## src/rtl/sim_uart_pkg.sv

```systemverilog
// Constants and types shared by the simulator UART receive path and the command-byte transmit path.
// Holds the status header code, the detector bit positions and the receive FSM encoding.
package sim_uart_pkg;

   localparam logic [1:0] STATUS_HDR = 2'b10;

   localparam int DET_FRONT = 0;
   localparam int DET_LEFT  = 1;
   localparam int DET_RIGHT = 2;
   localparam int DET_BACK  = 3;

   typedef enum logic [1:0] {
      IDLE  = 2'd0,
      START = 2'd1,
      DATA  = 2'd2,
      STOP  = 2'd3
   } rx_state_e;

   function automatic logic is_status_hdr(input logic [1:0] hdr);
      return hdr == STATUS_HDR;
   endfunction

endpackage

```

## src/rtl/sim_status_receiver_if.sv

```systemverilog
// Decoded status bundle from the simulator link receiver to the driving-mode logic.
// The receiver drives it through master; consumers read it through slave.
interface sim_status_receiver_if;

   logic [7:0] rx_byte;
   logic       byte_valid;
   logic       frame_err;
   logic       hdr_err;
   logic       det_front;
   logic       det_left;
   logic       det_right;
   logic       det_back;
   logic       link_ok;
   logic [7:0] err_cnt;

   modport master (
      output rx_byte, byte_valid, frame_err, hdr_err,
      output det_front, det_left, det_right, det_back,
      output link_ok, err_cnt
   );

   modport slave (
      input rx_byte, byte_valid, frame_err, hdr_err,
      input det_front, det_left, det_right, det_back,
      input link_ok, err_cnt
   );

endinterface

```

## src/rtl/uart_rx_core.sv

```systemverilog
// 8N1 deserialiser: 2-flop synchroniser, oversampling tick divider and bit FSM.
// good_o/ferr_o are single-cycle pulses on the stop-bit mid-sample cycle; data_o holds the shifted byte.
module uart_rx_core
   import sim_uart_pkg::*;
#(
   parameter int TICK_DIV = 651,
   parameter int OVS      = 16
) (
   input  logic       clk,
   input  logic       rst,
   input  logic       rx_i,
   output logic [7:0] data_o,
   output logic       good_o,
   output logic       ferr_o
);

   localparam int TW = (TICK_DIV > 1) ? $clog2(TICK_DIV) : 1;
   localparam int OW = (OVS > 1) ? $clog2(OVS) : 1;
   localparam logic [TW-1:0] TICK_LAST = TW'(TICK_DIV - 1);
   localparam logic [OW-1:0] OS_MID    = OW'(OVS / 2 - 1);
   localparam logic [OW-1:0] OS_LAST   = OW'(OVS - 1);

   logic            rx_meta_q;
   logic            rx_sync_q;
   logic            rx_prev_q;

   rx_state_e       state_q;
   rx_state_e       state_d;
   logic [TW-1:0]   tick_cnt_q;
   logic [TW-1:0]   tick_cnt_d;
   logic [OW-1:0]   os_cnt_q;
   logic [OW-1:0]   os_cnt_d;
   logic [2:0]      bit_cnt_q;
   logic [2:0]      bit_cnt_d;
   logic [7:0]      shift_q;
   logic [7:0]      shift_d;

   logic            tick;
   logic            fall;
   logic            sample;

   // Synchroniser idles high so reset never looks like a start edge.
   always_ff @(posedge clk) begin
      if (rst) begin
         rx_meta_q <= 1'b1;
         rx_sync_q <= 1'b1;
         rx_prev_q <= 1'b1;
      end else begin
         rx_meta_q <= rx_i;
         rx_sync_q <= rx_meta_q;
         rx_prev_q <= rx_sync_q;
      end
   end

   assign fall   = rx_prev_q & ~rx_sync_q;
   assign tick   = (tick_cnt_q == TICK_LAST);
   assign sample = tick && (os_cnt_q == ((state_q == START) ? OS_MID : OS_LAST));

   always_ff @(posedge clk) begin
      if (rst) begin
         state_q <= IDLE;
      end else begin
         state_q <= state_d;
      end
   end

   always_comb begin
      state_d = state_q;
      unique case (state_q)
         IDLE:    if (fall) state_d = START;
         START:   if (sample) state_d = rx_sync_q ? IDLE : DATA;
         DATA:    if (sample && (bit_cnt_q == 3'd7)) state_d = STOP;
         STOP:    if (sample) state_d = IDLE;
         default: state_d = IDLE;
      endcase
   end

   always_comb begin
      good_o = 1'b0;
      ferr_o = 1'b0;
      if ((state_q == STOP) && sample) begin
         good_o = rx_sync_q;
         ferr_o = ~rx_sync_q;
      end
   end

   assign data_o = shift_q;

   // The oversample counter restarts after each sample, so START waits half a bit and later states a full bit.
   always_comb begin
      tick_cnt_d = tick ? '0 : tick_cnt_q + 1'b1;
      os_cnt_d   = os_cnt_q;
      bit_cnt_d  = bit_cnt_q;
      shift_d    = shift_q;
      if (state_q == IDLE) begin
         os_cnt_d  = '0;
         bit_cnt_d = '0;
         if (fall) begin
            tick_cnt_d = '0;
         end
      end else if (tick) begin
         os_cnt_d = sample ? '0 : os_cnt_q + 1'b1;
         if (sample && (state_q == DATA)) begin
            shift_d   = {rx_sync_q, shift_q[7:1]};
            bit_cnt_d = bit_cnt_q + 3'd1;
         end
      end
   end

   always_ff @(posedge clk) begin
      if (rst) begin
         tick_cnt_q <= '0;
         os_cnt_q   <= '0;
         bit_cnt_q  <= '0;
         shift_q    <= '0;
      end else begin
         tick_cnt_q <= tick_cnt_d;
         os_cnt_q   <= os_cnt_d;
         bit_cnt_q  <= bit_cnt_d;
         shift_q    <= shift_d;
      end
   end

endmodule

```

## src/rtl/sim_status_receiver.sv

```systemverilog
// Simulator status receiver: UART bytes -> header check, obstacle flags, link-alive timer, error strobes.
// Build option RX_ERR_CNT_EN adds a saturating frame/header error counter; otherwise err_cnt reads 0.
module sim_status_receiver
   import sim_uart_pkg::*;
#(
   parameter int CLK_HZ     = 100_000_000,
   parameter int BAUD       = 9600,
   parameter int OVS        = 16,
   parameter int TIMEOUT_MS = 500
) (
   input  logic                   clk,
   input  logic                   rst,
   input  logic                   rx,
   sim_status_receiver_if.master  st
);

   localparam int TICK_DIV    = CLK_HZ / (BAUD * OVS);
   localparam int TIMEOUT_CYC = (CLK_HZ / 1000) * TIMEOUT_MS;
   localparam int LW          = (TIMEOUT_CYC > 1) ? $clog2(TIMEOUT_CYC) : 1;
   localparam logic [LW-1:0] LINK_LAST = LW'(TIMEOUT_CYC - 1);

   logic [7:0]    core_data;
   logic          core_good;
   logic          core_ferr;
   logic          status_ok;
   logic          hdr_bad;
   logic          link_expire;

   logic [7:0]    rx_byte_q;
   logic [7:0]    rx_byte_d;
   logic          byte_valid_q;
   logic          frame_err_q;
   logic          hdr_err_q;
   logic [3:0]    det_q;
   logic [3:0]    det_d;
   logic          link_ok_q;
   logic          link_ok_d;
   logic [LW-1:0] link_cnt_q;
   logic [LW-1:0] link_cnt_d;

   uart_rx_core #(
      .TICK_DIV (TICK_DIV),
      .OVS      (OVS)
   ) u_core (
      .clk    (clk),
      .rst    (rst),
      .rx_i   (rx),
      .data_o (core_data),
      .good_o (core_good),
      .ferr_o (core_ferr)
   );

   assign status_ok   = core_good && is_status_hdr(core_data[7:6]);
   assign hdr_bad     = core_good && !is_status_hdr(core_data[7:6]);
   assign link_expire = link_ok_q && (link_cnt_q == LINK_LAST);

   // A status frame landing on the expiry cycle takes priority and keeps the link up.
   always_comb begin
      rx_byte_d  = core_good ? core_data : rx_byte_q;
      det_d      = det_q;
      link_ok_d  = link_ok_q;
      link_cnt_d = link_cnt_q;
      if (status_ok) begin
         det_d      = core_data[3:0];
         link_ok_d  = 1'b1;
         link_cnt_d = '0;
      end else if (link_expire) begin
         det_d      = '0;
         link_ok_d  = 1'b0;
         link_cnt_d = '0;
      end else if (link_ok_q) begin
         link_cnt_d = link_cnt_q + 1'b1;
      end
   end

   always_ff @(posedge clk) begin
      if (rst) begin
         rx_byte_q    <= '0;
         byte_valid_q <= 1'b0;
         frame_err_q  <= 1'b0;
         hdr_err_q    <= 1'b0;
         det_q        <= '0;
         link_ok_q    <= 1'b0;
         link_cnt_q   <= '0;
      end else begin
         rx_byte_q    <= rx_byte_d;
         byte_valid_q <= core_good;
         frame_err_q  <= core_ferr;
         hdr_err_q    <= hdr_bad;
         det_q        <= det_d;
         link_ok_q    <= link_ok_d;
         link_cnt_q   <= link_cnt_d;
      end
   end

`ifdef RX_ERR_CNT_EN
   logic [7:0] err_cnt_q;
   logic [7:0] err_cnt_d;

   // Frame and header errors are mutually exclusive, so one increment per cycle is enough.
   always_comb begin
      err_cnt_d = err_cnt_q;
      if ((core_ferr || hdr_bad) && (err_cnt_q != 8'hFF)) begin
         err_cnt_d = err_cnt_q + 8'd1;
      end
   end

   always_ff @(posedge clk) begin
      if (rst) begin
         err_cnt_q <= '0;
      end else begin
         err_cnt_q <= err_cnt_d;
      end
   end

   assign st.err_cnt = err_cnt_q;
`else
   assign st.err_cnt = 8'h00;
`endif

   assign st.rx_byte    = rx_byte_q;
   assign st.byte_valid = byte_valid_q;
   assign st.frame_err  = frame_err_q;
   assign st.hdr_err    = hdr_err_q;
   assign st.det_front  = det_q[DET_FRONT];
   assign st.det_left   = det_q[DET_LEFT];
   assign st.det_right  = det_q[DET_RIGHT];
   assign st.det_back   = det_q[DET_BACK];
   assign st.link_ok    = link_ok_q;

endmodule

```

## src/flat_wrapper.sv

```systemverilog
// flat-port wrapper written by rule: the top's interface ports become plain ports
module sim_status_receiver_flat import sim_uart_pkg::*;
#(
   parameter int CLK_HZ     = 100_000_000,
   parameter int BAUD       = 9600,
   parameter int OVS        = 16,
   parameter int TIMEOUT_MS = 500
)
  (clk, rst, rx, st_rx_byte, st_byte_valid, st_frame_err, st_hdr_err, st_det_front, st_det_left, st_det_right, st_det_back, st_link_ok, st_err_cnt);
  sim_status_receiver_if st_i ();
  input  logic clk;
  input  logic rst;
  input  logic rx;
  output wire logic [$bits(st_i.rx_byte)-1:0] st_rx_byte;
  output wire logic [$bits(st_i.byte_valid)-1:0] st_byte_valid;
  output wire logic [$bits(st_i.frame_err)-1:0] st_frame_err;
  output wire logic [$bits(st_i.hdr_err)-1:0] st_hdr_err;
  output wire logic [$bits(st_i.det_front)-1:0] st_det_front;
  output wire logic [$bits(st_i.det_left)-1:0] st_det_left;
  output wire logic [$bits(st_i.det_right)-1:0] st_det_right;
  output wire logic [$bits(st_i.det_back)-1:0] st_det_back;
  output wire logic [$bits(st_i.link_ok)-1:0] st_link_ok;
  output wire logic [$bits(st_i.err_cnt)-1:0] st_err_cnt;
  assign st_rx_byte = st_i.rx_byte;
  assign st_byte_valid = st_i.byte_valid;
  assign st_frame_err = st_i.frame_err;
  assign st_hdr_err = st_i.hdr_err;
  assign st_det_front = st_i.det_front;
  assign st_det_left = st_i.det_left;
  assign st_det_right = st_i.det_right;
  assign st_det_back = st_i.det_back;
  assign st_link_ok = st_i.link_ok;
  assign st_err_cnt = st_i.err_cnt;
  sim_status_receiver #(.CLK_HZ(CLK_HZ), .BAUD(BAUD), .OVS(OVS), .TIMEOUT_MS(TIMEOUT_MS)) u_core (.clk(clk), .rst(rst), .rx(rx), .st(st_i));
endmodule
```

## config.mk

```make
export PLATFORM = sky130hd
export DESIGN_NAME = sim_status_receiver_flat
export DESIGN_NICKNAME = d
export VERILOG_FILES = /design/src/rtl/sim_uart_pkg.sv /design/src/rtl/sim_status_receiver_if.sv /design/src/rtl/uart_rx_core.sv /design/src/rtl/sim_status_receiver.sv /design/src/flat_wrapper.sv
export SDC_FILE = /design/constraint.sdc
export NUM_CORES = 1
export LEC_CHECK = 0
export ABC_AREA = 0
export CORE_ASPECT_RATIO = 1.2
export CORE_MARGIN = 2
export CORE_UTILIZATION = 55
export CTS_CLUSTER_DIAMETER = 150
export CTS_CLUSTER_SIZE = 40
export DETAILED_ROUTE_END_ITERATION = 8
export PLACE_DENSITY_LB_ADDON = 0.1
export SLEW_MARGIN = 10
export SYNTH_ARGS = -nofsm -noshare
export SYNTH_HDL_FRONTEND = slang
export SYNTH_SLANG_ARGS = --single-unit
```

## constraint.sdc

```tcl
create_clock -name clk -period 2.7 [get_ports clk]
set_clock_uncertainty 0.05 [all_clocks]
set_input_delay 0.405 -clock clk [delete_from_list [all_inputs] [get_ports clk]]
set_output_delay 0.405 -clock clk [all_outputs]
set_load 0.01 [all_outputs]
```

==> flow_summary_export.csv, run 1 <==
group,metric,value,unit
outcome,status,"complete, no violations",
place,placed_area,0.00332,mm2
synth,avgSynthCellArea,9.13,um2
synth,syn_area,0.00313,mm2
synth,synthSimpleGateAreaFrac,0.276,
synth,ys.flop_type,"dfxtp_1",
timing,rsz0062_at_grt,"no",
floorplan,die_w,72.9,um
global_route,grt_pass1_wl,9390,um
critical_path,crit_path_start,"u_core.link_cnt_q[8]$_SDFFE_PP0P_",
layout,fin_nets,374,
route,vias_per_cell,5.30,
cts,clk-insertion-delay-late,0.34,ns
synth,synth_warnings,0,
route,drt-initial-drc-count,97,
route,num_vias,2297,
floorplan,fp-row-count,30,
timing,finalHoldViolCount,0,
synth,synth_cell_types,44,
critical_path,critical_path_class,"reg -> reg",
critical_path,critPathLaunchType,"flip-flop",
layout,final_common_cell,"dfxtp_1",
timing,fmax,493,MHz
layout,layout.cells.non_filler,433,
place,gp_congestion,0.822,
floorplan,die-area,0.00632,mm2
synth,synth-seq-area-share,0.460,
cts,path_clk_slew,0.08,ns
critical_path,required,2.87,ns
power,ir_drop,0.455,mV
global_route,grtUsageTotal,0.191,
floorplan,core_area,0.00559,mm2
global_route,grt-ovfl-total,0,
place,placed_cells,418,
run,maxCapViolCount,0,
critical_path,crit_fanout,25,
global_route,grt_pass1_vias,2152,
synth,synth-xor-area-share,0.0979,
timing,maxSlewHeadroom,0.539,
synth,synth_compound_area_frac,0.0555,
layout,nFillCells,473,
power,powerDensity,560,mW/mm2
route,finalWirelength,5470,um
critical_path,crit_arrival,2.20,ns
synth,synth_fa_ha_area_frac,0.0240,
route,drtPass1Iterations,4,
route,ant_nets,0,
critical_path,reg2reg_from,"u_core.link_cnt_q[8]$_SDFFE_PP0P_",
route,wl_per_cell,12.6,um
timing,tightest_slew,0.685,ns
timing,setup_viol,0,
cts,cts_buffers,9,
global_route,grt_max_degree,26,
place,io_buffers,18,
floorplan,io-pin-count,27,
layout,finalInstanceArea,0.00351,mm2
cts,ctsLongestPathBuffers,2,
layout,mostFrequentLayoutCells,"dfxtp_1 (72), nor2_1 (47), nand2_1 (38), xor2_1 (20), clkdlybuf4s50_1 (18)",
synth,synth_edf_count,0,
layout,num_antenna_cells,0,
place,hpwl,3910,um
global_route,antenna_found_initial,0,
synth,yosysTopAreaCell,"dfxtp_1",
timing,post-route-period-util,0.751,
timing,final_max_slew_viol_count,0,
hold_path,hp-class,"reg -> reg",
floorplan,initial_core_util,0.560,
cts,cts-root-buf,"clkbuf_8",
cts,clock_sinks,72,
critical_path,crit_path_end_kind,"flip-flop",
synth,synthTopCellsByArea,"dfxtp_1 (46%), nor2_1 (5.6%), xor2_1 (5.6%)",
timing,fin_tns_setup,0,ns
synth,async_flop_share,0,
synth,synth_top_area_frac,0.460,
cts,cts_tree,"built",
synth,ys_ff_latch,72,
cts,post_cts_resized,0,
cts,postCtsSetupRepairBufs,0,
hold_path,hold_start,"u_core.u_core.rx_meta_q$_SDFF_PP1_",
floorplan,dieHeight,86.7,um
layout,drive_gt1_frac,0.103,
synth,muxShareOfSynthArea,0.0320,
power,p_leak,1.31,nW
synth,synth_top_family_by_area,"simple AND/OR/NAND/NOR gates",
synth,syn_inst,343,
route,drc,0,
layout,utilization,0.628,
cts,htree_levels,3,
layout,syn2layout_area_growth,12.1,%
timing,final.min_clock_period,2.03,ns
cts,cts-hold-fix-buffers,0,
==> metal layers <==
metal  vias to the layer above  part of all wire  GRT usage  wire [um]
li1                       1197                 -          -          -
met1                      1068              0.46      0.234       2530
met2                        24              0.50      0.310       2710
met3                         8             0.026     0.0372        144
met4                         0             0.014      0.108         79
met5                         -                 0          0          0
==> area by class of cell <==
type / count / area (um2) / share of cell area
repair buffers: 23 / 218 / 0.0620
multi-input cells: 252 / 1550 / 0.442
clock inverters: 5 / 56.3 / 0.0160
flip-flops and latches: 72 / 1440 / 0.411
inverters: 7 / 26.3 / 0.00749
well taps: 64 / 80.1 / 0.0228
clock buffers: 10 / 138 / 0.0392
==> synth_stat cells, drive strengths merged, types with 6 or more instances <==
master,count
nand4,14
mux2i,10
and3,9
inv,7
nand3,15
xor2,20
nor2,57
buf,15
a21oi,16
dfxtp,72
ha,6
nand2,38
xnor2,15
==> state kept, by name, indices dropped and copies added (netlist names), named ones only <==
signal and count:
u_core.st.frame_err 1, u_core.u_core.state_q 1, u_core.st.hdr_err 1, u_core.u_core.rx_meta_q 1, u_core.u_core.bit_cnt_q 3, u_core.u_core.rx_sync_q 1
u_core.u_core.rx_prev_q 1, u_core.st.byte_valid 1, u_core.u_core.os_cnt_q 4, u_core.st.rx_byte 8, u_core.link_cnt_q 26, u_core.st.link_ok 1
u_core.u_core.tick_cnt_q 10, u_core.u_core.data_o 8, u_core.det_q 4
==> kinds of logic (layout without fill, tap and decap cells) <==
group,count (synthesis),after routing
AO/OA/AOI/OAI,28,28
XOR/XNOR,35,35
adder cells (fa/ha/maj),6,6
buffers and inverters,26,45
flip-flops,72,72
multiplexers,10,10
other,1,8
AND/OR/NAND/NOR,165,165
==> metrics by stage <==
step                      setup WS [ns]  hold slack (ns)  power [mW]
after CTS                         0.639            0.361        1.98
after global placement            0.695            0.346        1.15
final                             0.671            0.361        1.96
after floorplan                   0.809            0.339        1.15
after detailed placement          0.658            0.344        1.15
after global routing              0.475            0.376        2.04
==> power breakdown <==
part | switching (mW) | leakage [nW] | internal, mW
Clock | 0.394 | 0.0985 | 0.447
Combinational | 0.0306 | 0.632 | 0.0157
Sequential | 0.00876 | 0.581 | 1.07
==> worst max-delay path, cell delays in order, from the launching register on <==
cell and delay (ns):
dfxtp_1 0.34, or4_4 0.55, nor4_4 0.35, nand2_1 0.12
nand2b_1 0.09, buf_4 0.30, nor2_1 0.09
==> final timing paths <==
path                                              to  slack [ns]  cells past startpoint
setup / recovery  u_core.link_cnt_q[17]$_SDFFE_PP0P_        0.67                      6
setup reg to reg  u_core.link_cnt_q[17]$_SDFFE_PP0P_        0.67                      6
hold / removal    u_core.u_core.rx_sync_q$_SDFF_PP1_        0.36                      1
hold reg to reg   u_core.u_core.rx_sync_q$_SDFF_PP1_        0.36                      1
No activity file was read; power rests on OpenSTA's default activity.
==> run 2: changes to the inputs <==
==> constraint.sdc (replaced) <==
create_clock -name clk -period 2 [get_ports clk]
set_clock_uncertainty 0.05 [all_clocks]
set_input_delay 0.3 -clock clk [delete_from_list [all_inputs] [get_ports clk]]
set_output_delay 0.3 -clock clk [all_outputs]
set_load 0.01 [all_outputs]
==> flow_summary_export.csv, run 2 (synthesis results as in run 1) <==
group,metric,value,unit
cts,clock_sinks,72,
place,placed_cells,429,
cts,cts_tree,"built",
power,p_leak,1.41,nW
power,powerDensity,754,mW/mm2
critical_path,critPathLaunchType,"flip-flop",
power,intPower,2.20,mW
global_route,antenna_found_initial,0,
layout,mostFrequentLayoutCells,"dfxtp_1 (71), nor2_1 (47), nand2_1 (38), xor2_1 (20), clkdlybuf4s50_1 (18)",
layout,drive_gt1_frac,0.149,
outcome,status,"complete, no violations",
route,wl_per_cell,13.2,um
route,finalWirelength,5920,um
cts,ctsLongestPathBuffers,2,
place,hpwl,4070,um
place,io_buffers,18,
run,maxCapViolCount,0,
power,ir_drop,0.489,mV
floorplan,die_w,72.9,um
timing,final_max_slew_viol_count,0,
route,ant_nets,0,
critical_path,crit_fanout,12,
floorplan,io-pin-count,27,
place,dp_worst_setup_slack,0.0747,ns
global_route,grtUsageTotal,0.205,
critical_path,cpMaxStageDelayCell,"or4b_4",
critical_path,slowest_delay,0.50,ns
cts,htree_levels,3,
floorplan,dieHeight,86.7,um
timing,post-route-period-util,0.944,
place,gp_congestion,0.886,
power,p_comb_frac,0.027,
cts,cts_buffers,9,
route,drtPass1Iterations,4,
critical_path,crit_path_end_kind,"flip-flop",
route,drt-initial-drc-count,85,
global_route,grt-ovfl-total,0,
hold_path,holdPathStages,1,
layout,final_common_cell,"dfxtp_1",
route,drc,0,
power,seq_power_share,0.524,
timing,final.min_clock_period,1.89,ns
route,num_vias,2396,
layout,fin_nets,387,
timing,finalHoldViolCount,0,
cts,path_clk_slew,0.07,ns
layout,utilization,0.659,
timing,fin_tns_setup,0,ns
floorplan,initial_core_util,0.560,
cts,cts-root-buf,"clkbuf_8",
timing,layout_setup_ws,0.112,ns
layout,nFillCells,490,
global_route,grt_max_degree,26,
critical_path,required,2.18,ns
layout,reg.largest.list,"u_core.link_cnt_q (26), u_core.u_core.tick_cnt_q (10)",
layout,regMostFlops,"u_core.link_cnt_q",
global_route,grt_pass1_vias,2300,
floorplan,die-area,0.00632,mm2
critical_path,crit_arrival,2.07,ns
hold_path,hp-class,"reg -> reg",
timing,fmax,530,MHz
critical_path,critical_path_class,"reg -> reg",
cts,clk-insertion-delay-late,0.33,ns
layout,num_antenna_cells,0,
timing,rsz0062_at_grt,"no",
global_route,grt_pass1_wl,10200,um
cts,cts-hold-fix-buffers,0,
timing,setup_viol,0,
floorplan,core_area,0.00559,mm2
floorplan,fp-row-count,30,
route,vias_per_cell,5.36,
layout,layout.cells.non_filler,447,
power,pwr-share-clk,0.449,
layout,largest_reg_flops,26,
critical_path,ff2ff_path_depth,6,
layout,syn2layout_area_growth,17.7,%
power,p_sw_frac,0.207,
critical_path,worstPathCellList,"or4b_4, nor4_4, nand2_1, nand2b_4, clkbuf_16, nor2_2",
power,p_switching,0.574,mW
-- run 2: area by class of cell --
| class | count | area (um2) | share of cell area |
|---|---|---|---|
| Clock buffer | 10 | 138 | 0.0374 |
| Clock inverter | 6 | 82.6 | 0.0224 |
| Inverter | 7 | 26.3 | 0.00713 |
| Multi-Input combinational cell | 252 | 1570 | 0.426 |
| Sequential cell | 72 | 1440 | 0.392 |
| Tap cell | 64 | 80.1 | 0.0217 |
| Timing Repair Buffer | 36 | 345 | 0.0937 |
-- run 2: critical path: cells and delay by family, from the launching register on --
family,cells,cell delay (ns)
flip-flops,1,0.39
AND/OR/NAND/NOR,5,1.16
buffers and inverters,1,0.18
-- run 2: stage by stage --
step	hold WS, ns	total power [mW]	cell area (um2)
floorplan	0.339	1.55	3160
global placement	0.343	1.55	3410
detailed placement	0.353	1.56	3410
CTS	0.365	2.80	3630
global route	0.382	2.88	3680
finish	0.359	2.78	3680
-- run 2: per-layer routing --
layer	part of all wire	global-route usage	vias up
met5	0	0	-
met4	0.010	0.0943	0
met3	0.031	0.0488	6
met2	0.52	0.342	31
met1	0.44	0.249	1139
li1	-	-	1220
-- run 2: power by group through the flow --
stage / combinational [mW] / clock, mW / sequential [mW]
4_1_cts: 0.0675 / 1.28 / 1.45
5_1_grt: 0.0844 / 1.34 / 1.46
2_1_floorplan: 0.0673 / 0 / 1.49
3_5_place_dp: 0.0671 / 0 / 1.49
3_3_place_gp: 0.0660 / 0 / 1.49
6_report: 0.0740 / 1.25 / 1.46
-- run 2: what timing repair did --
item,CTS,global route
setup buffers,0,1
endpoints found under the setup margin,0,26
resized for setup,0,5
-- run 2: worst paths after layout --
check,from,to,slack [ns]
max reg2reg,u_core.link_cnt_q[17]$_SDFFE_PP0P_,u_core.link_cnt_q[13]$_SDFFE_PP0P_,0.11
min reg2reg,u_core.u_core.rx_meta_q$_SDFF_PP1_,u_core.u_core.rx_sync_q$_SDFF_PP1_,0.36
min,u_core.u_core.rx_meta_q$_SDFF_PP1_,u_core.u_core.rx_sync_q$_SDFF_PP1_,0.36
max,u_core.link_cnt_q[17]$_SDFFE_PP0P_,u_core.link_cnt_q[13]$_SDFFE_PP0P_,0.11
==> run 3: changes to the inputs <==
--- a/config.mk
+++ b/config.mk
@@ -7,7 +7,6 @@
 export LEC_CHECK = 0
 export ABC_AREA = 0
 export CORE_ASPECT_RATIO = 1.2
-export CORE_MARGIN = 2
 export CORE_UTILIZATION = 55
 export CTS_CLUSTER_DIAMETER = 150
 export CTS_CLUSTER_SIZE = 40
==> flow_summary_export.csv, run 3 (synthesis results as in run 1) <==
group,metric,value,unit
outcome,status,"complete, no violations",
place,dp_worst_setup_slack,0.0972,ns
power,p_leak,1.43,nW
critical_path,crit_arrival,2.10,ns
power,ir_drop,0.582,mV
floorplan,core_area,0.00537,mm2
global_route,antenna_found_initial,0,
place,placed_cells,430,
floorplan,die_w,70.9,um
layout,mostFrequentLayoutCells,"dfxtp_1 (72), nor2_1 (47), nand2_1 (38), xor2_1 (20), buf_4 (19)",
floorplan,initial_core_util,0.583,
floorplan,dieHeight,84.7,um
floorplan,die-area,0.00600,mm2
layout,nFillCells,445,
cts,cts-root-buf,"clkbuf_8",
timing,setup_viol,0,
timing,rsz0062_at_grt,"yes",
cts,ctsLongestPathBuffers,2,
timing,final_max_slew_viol_count,0,
place,hpwl,3810,um
power,powerDensity,760,mW/mm2
layout,largest_reg_flops,26,
global_route,grt-ovfl-total,0,
global_route,grt_pass1_vias,2237,
critical_path,critPathLaunchType,"flip-flop",
route,num_vias,2392,
floorplan,io-pin-count,27,
global_route,grt_pass1_wl,9980,um
run,maxCapViolCount,0,
timing,fmax,521,MHz
layout,drive_gt1_frac,0.140,
cts,path_clk_slew,0.07,ns
cts,clk-insertion-delay-late,0.34,ns
layout,multiInputGateArea,0.00156,mm2
layout,layout.cells.non_filler,447,
critical_path,cpMaxStageDelayCell,"or4b_4",
floorplan,fp-row-count,29,
critical_path,cp_top_family,"simple AND/OR/NAND/NOR gates",
cts,clock_sinks,72,
route,ant_nets,0,
critical_path,required,2.18,ns
cts,cts-hold-fix-buffers,0,
critical_path,worstPathCellList,"or4b_4, nor4_4, nand2_1, nand2b_4, clkbuf_16, nor2_2",
layout,syn2layout_area_growth,17.9,%
route,finalWirelength,5790,um
critical_path,slowest_delay,0.54,ns
timing,final.min_clock_period,1.92,ns
cts,htree_levels,3,
route,wl_per_cell,12.9,um
global_route,grt_max_degree,26,
layout,final_common_cell,"dfxtp_1",
critical_path,crit_fanout,12,
global_route,grtUsageTotal,0.210,
timing,maxSlewHeadroom,0.671,
critical_path,path_buf_inv,1,
timing,post-route-period-util,0.960,
critical_path,critical_path_class,"reg -> reg",
critical_path,crit_path_end_kind,"flip-flop",
timing,finalHoldViolCount,0,
route,drt-initial-drc-count,118,
place,gp_congestion,0.817,
layout,ff_latch_area,0.00144,mm2
route,vias_per_cell,5.35,
timing,tightest_slew,0.489,ns
route,drtPass1Iterations,6,
cts,cts_buffers,9,
layout,reg.largest.list,"u_core.link_cnt_q (26), u_core.u_core.tick_cnt_q (10)",
timing,layout_setup_ws,0.0805,ns
layout,fin_nets,390,
layout,num_antenna_cells,0,
layout,regMostFlops,"u_core.link_cnt_q",
hold_path,hp-class,"reg -> reg",
cts,cts_tree,"built",
place,io_buffers,18,
route,drc,0,
run 3: changes by cell type in the layout (fill, tap and decap cells not counted), sizes merged:
cell | before | now
clkbuf | 11 | 13
clkinvlp | 1 | 0
buf | 17 | 20
clkinv | 3 | 1
run 3: layout make-up:
cell class                      count  area share
Inverter                            7     0.00712
Multi-Input combinational cell    252       0.422
Timing Repair Buffer               39      0.0997
Tap cell                           62      0.0210
Clock buffer                       12      0.0420
Sequential cell                    72       0.391
Clock inverter                      3      0.0176
run 3: metrics by stage:
stage                     utilization  instance area [um2]  hold WS (ns)  setup TNS [ns]  power [mW]
after floorplan                     -                 3160         0.339               0        1.55
after global placement          0.639                 3430         0.346               0        1.56
after detailed placement        0.639                 3430         0.349               0        1.56
after CTS                       0.680                 3650         0.369               0        2.83
after global routing            0.687                 3690         0.401          -0.164        2.91
final                           0.687                 3690         0.367               0        2.81
run 3: final timing paths:
path | depth (start not counted) | slack (ns) | start | end
worst max-delay path | 6 | 0.08 | u_core.link_cnt_q[11]$_SDFFE_PP0P_ | u_core.link_cnt_q[10]$_SDFFE_PP0P_
worst min-delay path | 1 | 0.37 | u_core.u_core.rx_meta_q$_SDFF_PP1_ | u_core.u_core.rx_sync_q$_SDFF_PP1_
worst max register to register | 6 | 0.08 | u_core.link_cnt_q[11]$_SDFFE_PP0P_ | u_core.link_cnt_q[10]$_SDFFE_PP0P_
worst min register to register | 1 | 0.37 | u_core.u_core.rx_meta_q$_SDFF_PP1_ | u_core.u_core.rx_sync_q$_SDFF_PP1_
run 3: metal layers:
| metal | up-vias | global-route usage | wire length, um |
|---|---|---|---|
| li1 | 1224 | - | - |
| met1 | 1124 | 0.262 | 2720 |
| met4 | 0 | 0.0655 | 79 |
| met2 | 37 | 0.340 | 2750 |
| met5 | - | 0 | 0 |
| met3 | 7 | 0.0756 | 229 |
run 3: where the power goes:
part | internal [mW] | switching, mW | total [mW] | leakage [nW]
registers | 1.44 | 0.0102 | 1.45 | 0.581
clock network | 0.763 | 0.509 | 1.27 | 0.112
logic | 0.0338 | 0.0474 | 0.0812 | 0.733
total | 2.24 | 0.566 | 2.81 | 1.43
run 3: timing repair:
item	CTS	global route
setup buffers	0	1
endpoints found under the setup margin	0	15
gates resized for setup	0	1
hold endpoints to repair	0	0
